$ cat src/rtl/gpio_pixel_packer.sv
// Regroups R/G/B channel words from the GPIO stream into pixel-interleaved bytes.
// Two capture banks ping-pong so a bank can fill while the other one drains.
module gpio_pixel_packer #(
  parameter int unsigned FRAME_WORDS = 40000,
  parameter int unsigned CNT_W       = 16
) (
  input  logic             clk,
  input  logic             rst,
  input  logic [31:0]      GPIO,
  input  logic             GPIOEnR,
  input  logic             GPIOEnG,
  input  logic             GPIOEnB,
  input  logic             out_ready,
  input  logic             clr_err,
  output logic [7:0]       out_data,
  output logic             out_valid,
  output logic             out_last,
  output logic             frame_done,
  output logic             ovf_err,
  output logic             en_err,
  output logic             busy,
  output logic [CNT_W-1:0] grp_cnt
);

  typedef enum logic {IDLE, EMIT} state_t;

  state_t      state, state_n;
  logic        ebank, ebank_n;
  logic        fill, fill_n;
  logic [1:0]  pix, pix_n, ch, ch_n;
  logic [31:0] slot [2][3];
  logic [2:0]  full [2];
  logic [2:0]  eff [2];
  logic [2:0]  full_n [2];
  logic [2:0]  en;
  logic [1:0]  cap_ch;
  logic        one_en, multi_en, cap_bank, blocked, cap_ok, drop;
  logic        xfer, last_byte, freeing;
  logic [31:0] word;

  assign en = {GPIOEnB, GPIOEnG, GPIOEnR};

  // Capture path works on post-free flags so a bank released this edge is writable now.
  always_comb begin
    xfer      = (state == EMIT) && out_ready;
    last_byte = (pix == 2'd3) && (ch == 2'd2);
    freeing   = xfer && last_byte;
    eff[0]    = full[0] & {3{!(freeing && !ebank)}};
    eff[1]    = full[1] & {3{!(freeing && ebank)}};
    one_en    = (en == 3'b001) || (en == 3'b010) || (en == 3'b100);
    multi_en  = (en != 3'b000) && !one_en;
    cap_ch    = en[2] ? 2'd2 : (en[1] ? 2'd1 : 2'd0);
    cap_bank  = fill;
    blocked   = 1'b0;
    if (&eff[fill]) begin
      cap_bank = !fill;
      blocked  = |eff[!fill];
    end
    cap_ok    = one_en && !blocked && !eff[cap_bank][cap_ch];
    drop      = one_en && !cap_ok;
    full_n[0] = eff[0];
    full_n[1] = eff[1];
    if (cap_ok) full_n[cap_bank][cap_ch] = 1'b1;
    fill_n = fill;
    if (cap_ok && (cap_bank != fill))
      fill_n = !fill;
    else if ((&full_n[fill]) && !(|full_n[!fill]))
      fill_n = !fill;
  end

  // Next-state logic also looks at post-edge flags, giving one-cycle capture-to-valid latency.
  always_comb begin
    state_n = state;
    ebank_n = ebank;
    pix_n   = pix;
    ch_n    = ch;
    case (state)
      IDLE: begin
        pix_n = 2'd0;
        ch_n  = 2'd0;
        if (&full_n[!fill]) begin
          state_n = EMIT;
          ebank_n = !fill;
        end else if (&full_n[fill]) begin
          state_n = EMIT;
          ebank_n = fill;
        end
      end
      EMIT: begin
        if (xfer) begin
          if (last_byte) begin
            pix_n = 2'd0;
            ch_n  = 2'd0;
            if (&full_n[!ebank]) ebank_n = !ebank;
            else                 state_n = IDLE;
          end else if (ch == 2'd2) begin
            ch_n  = 2'd0;
            pix_n = pix + 2'd1;
          end else begin
            ch_n  = ch + 2'd1;
          end
        end
      end
      default: state_n = IDLE;
    endcase
  end

  always_comb begin
    case (ch)
      2'd0:    word = slot[ebank][0];
      2'd1:    word = slot[ebank][1];
      default: word = slot[ebank][2];
    endcase
    out_valid  = (state == EMIT);
    out_data   = out_valid ? word[{pix, 3'b000} +: 8] : '0;
    out_last   = out_valid && last_byte && (grp_cnt == CNT_W'(FRAME_WORDS - 1));
    frame_done = out_last && out_ready;
    busy       = (|full[0]) || (|full[1]) || out_valid;
  end

  always_ff @(posedge clk or negedge rst) begin
    if (!rst) begin
      state   <= IDLE;
      ebank   <= 1'b0;
      pix     <= 2'd0;
      ch      <= 2'd0;
      fill    <= 1'b0;
      full[0] <= '0;
      full[1] <= '0;
      grp_cnt <= '0;
      ovf_err <= 1'b0;
      en_err  <= 1'b0;
    end else begin
      state   <= state_n;
      ebank   <= ebank_n;
      pix     <= pix_n;
      ch      <= ch_n;
      fill    <= fill_n;
      full[0] <= full_n[0];
      full[1] <= full_n[1];
      if (freeing) grp_cnt <= out_last ? '0 : grp_cnt + 1'b1;
      ovf_err <= drop     || (ovf_err && !clr_err);
      en_err  <= multi_en || (en_err  && !clr_err);
    end
  end

  always_ff @(posedge clk) begin
    if (cap_ok) slot[cap_bank][cap_ch] <= GPIO;
  end

endmodule

$ cat config.mk
export PLATFORM = sky130hd
export DESIGN_NAME = gpio_pixel_packer
export DESIGN_NICKNAME = d
export VERILOG_FILES = /design/src/rtl/gpio_pixel_packer.sv
export SDC_FILE = /design/constraint.sdc
export NUM_CORES = 1
export LEC_CHECK = 0
export CAP_MARGIN = 20
export CORE_MARGIN = 2
export CORE_UTILIZATION = 38
export DETAILED_ROUTE_END_ITERATION = 8
export PLACE_DENSITY = 0.61
export SYNTH_ARGS = -nofsm -noshare
export SYNTH_HDL_FRONTEND = slang
export SYNTH_SLANG_ARGS = --single-unit
$ cat constraint.sdc
create_clock -name clk -period 8.25 [get_ports clk]
set_input_delay 1.65 -clock clk [delete_from_list [all_inputs] [get_ports clk]]
set_output_delay 1.65 -clock clk [all_outputs]
set_load 0.01 [all_outputs]
==> impl_metrics.ini <==
[run_status]
status = completed

[detailed_routing]
wirelength_mm = 19.0
wl_met2_mm = 9.32
wl_per_cell_um = 18.7
viasPerCell = 5.24
vias = 5329
met3_length_mm = 1.01
drc = 0
wl_met1_mm = 8.32
drt-initial-drc-count = 302
top_layer_used = met5
drtPass1Iterations = 4
ant_nets = 0

[synthesis]
synth.ff_latch_count = 223
synth_cell_type_count = 60
ys_dominant_reg_cell = edfxtp_1
netlist_instances = 597
yosysTopAreaCell = edfxtp_1
synth_common_cells = edfxtp_1 (192), nand2_1 (44), nor2_1 (39), mux2i_1 (33), mux2_2 (32)
syn_area_um2 = 9450
synth_top_area_frac = 0.610
ys.warnings.count = 0
yosys-top-cells-area = edfxtp_1 (61%), dfrtp_1 (8.2%), mux4_2 (6.9%), mux2_2 (3.8%), mux2i_1 (3.5%)
avgSynthCellArea_um2 = 15.8
ys_seq_area_frac = 0.692
synthArstFlopShare = 0.139
synth_edf_count = 192
syn_nets = 638
synth.most_common_cell = edfxtp_1

[timing]
rsz0062_at_grt = no
fin_crit_sh = 0.672
setup_slack_ps = 2710
fin_crit_ps = 5540
hold_viol_final = 0
finalSetupTns_ps = 0
worstMarginPinSlew_ps = 1060
slew_headroom = 0.292
setup_viol = 0
clock_skew_ps = 17.4
fmax_ghz = 0.180
slew_viol_final = 0

[grt]
overflow = 0
track_usage = 0.149
grt_pass1_wl_mm = 30.2
grt_pass1_vias = 5409
antenna_found_initial = 1
grt_start_max_net_pins = 43

[floorplan]
coreArea_um2 = 24400
rows = 57
pin_count = 69
die_y_um = 162
start_util = 0.387
die_w_um = 162
die_area_um2 = 26100

[final_layout]
nNetsFinal = 714
syn_to_final_growth_pct = 21.2
multi_input_area_um2 = 2770
final_layout_size_suffix_gt1_frac = 0.188
final_cell_count_no_fill = 1017
fill_cells = 2159
seq_area_um2 = 6540

[cts]
clockRootBuffer = clkbuf_16
cts_tree = done
clk_pin_slew_ps = 60
clock_latency_ps = 530
clock-sinks = 223
htree_levels = 1
ctsResizeCount = 0
cts_buffers = 25
cts_setup_buffers = 0
ctsHoldBuffers = 0
cts_max_path_buffers = 3

[worst_setup_path]
crit_type = reg2out
arrival_ps = 3890
worst_setup_path_start_kind = flop
end_kind = output pin
required_ps = 6600
worstPathMaxFanout = 42

[power_and_ir_drop]
power_density_nw_per_um2 = 318
power_leakage_uw = 0.00382
p_total_uw = 3640
peakVddDrop_mv = 0.224

[place]
dp_cells = 970
gp_congestion = 0.830
place_ws_ps = 2860
port_buffers = 68
dp_hpwl_mm = 11.3

[min_path]
hp-class = reg2reg

[flow_run]
drv_cap = 0
## worst max-delay path: stages, from the launching register on
cell             delay, ps
dfrtp_2               1050
buf_4                  500
mux2_2                 380
mux4_2                 450
a21oi_1                190
nor2_1                  60
a21oi_1                160
nor2_1                  70
clkdlybuf4s50_1        470
## layout by cell type, fill, tap and decap left out, types with 8 or more instances in the layout
| master | synthesis | layout |
|---|---|---|
| o21ai_0 | 20 | 20 |
| a21oi_1 | 31 | 30 |
| mux4_2 | 29 | 29 |
| nor2_1 | 39 | 37 |
| inv_1 | 8 | 8 |
| edfxtp_1 | 192 | 192 |
| a211oi_1 | 10 | 10 |
| mux2_2 | 32 | 32 |
| nand2_1 | 44 | 44 |
| nor3_1 | 12 | 10 |
| buf_4 | 1 | 10 |
| mux2i_1 | 33 | 33 |
| dfrtp_1 | 31 | 29 |
| clkbuf_16 | 0 | 26 |
| clkdlybuf4s50_1 | 0 | 68 |
## cells by family after synthesis
family          count (synthesis)  share of synthesized area
compound gates                 88                     0.0623
flops                         223                      0.692
fa+ha+maj                       2                    0.00265
buf+inv                        39                     0.0187
mux                            94                      0.142
xor+xnor                       12                     0.0111
simple gates                  139                     0.0706
## layer usage
| metal | up-vias | track usage |
|---|---|---|
| met3 | 35 | 0.0289 |
| li1 | 2473 | - |
| met2 | 134 | 0.248 |
| met4 | 2 | 0.0370 |
| met5 | - | 0 |
| met1 | 2685 | 0.205 |
## final timing paths
check                                  startpoint                    end  slack [ps]  depth (start not counted)
worst max-delay path            ch[0]$_DFFE_PN0N_            out_data[6]        2710                          8
worst min-delay path             en_err$_DFF_PN0_       en_err$_DFF_PN0_         490                          1
worst max register to register  ch[0]$_DFFE_PN0N_  slot[1][18]$_DFFE_PP_        4030                          8
worst min register to register   en_err$_DFF_PN0_       en_err$_DFF_PN0_         490                          1
max in group asynchronous                     rst      ch[1]$_DFFE_PN0N_        6380                          2
min in group asynchronous                     rst      full[0]$_DFF_PN0_        1540                          2
## power breakdown
part	leakage (uW)	switching [uW]	internal, uW
Sequential	0.00211	129	1300
Clock	0.000447	444	757
Combinational	0.00127	495	515
## cell type report
| type | instances | share of cell area |
|---|---|---|
| Sequential cell | 223 | 0.571 |
| Inverter | 9 | 0.00295 |
| Timing Repair Buffer | 79 | 0.0677 |
| Tap cell | 324 | 0.0354 |
| Antenna cell | 1 | 0.000219 |
| Multi-Input combinational cell | 335 | 0.242 |
| Clock buffer | 31 | 0.0602 |
| Clock inverter | 15 | 0.0201 |
## state kept, by name, indices dropped and copies added (netlist names), 2 cells and up
signal,count
ch,2
pix,2
grp_cnt,16
slot,192
full,6
## through the flow
step           hold slack [ps]  area [um^2]   util
4_1_cts                    495        11400  0.469
3_3_place_gp               485        10500  0.431
5_1_grt                    529        11400  0.469
3_5_place_dp               482        10500  0.432
6_report                   493        11500  0.470
2_1_floorplan              522         9450      -
Note: power is estimated with default switching activity, not from simulation.
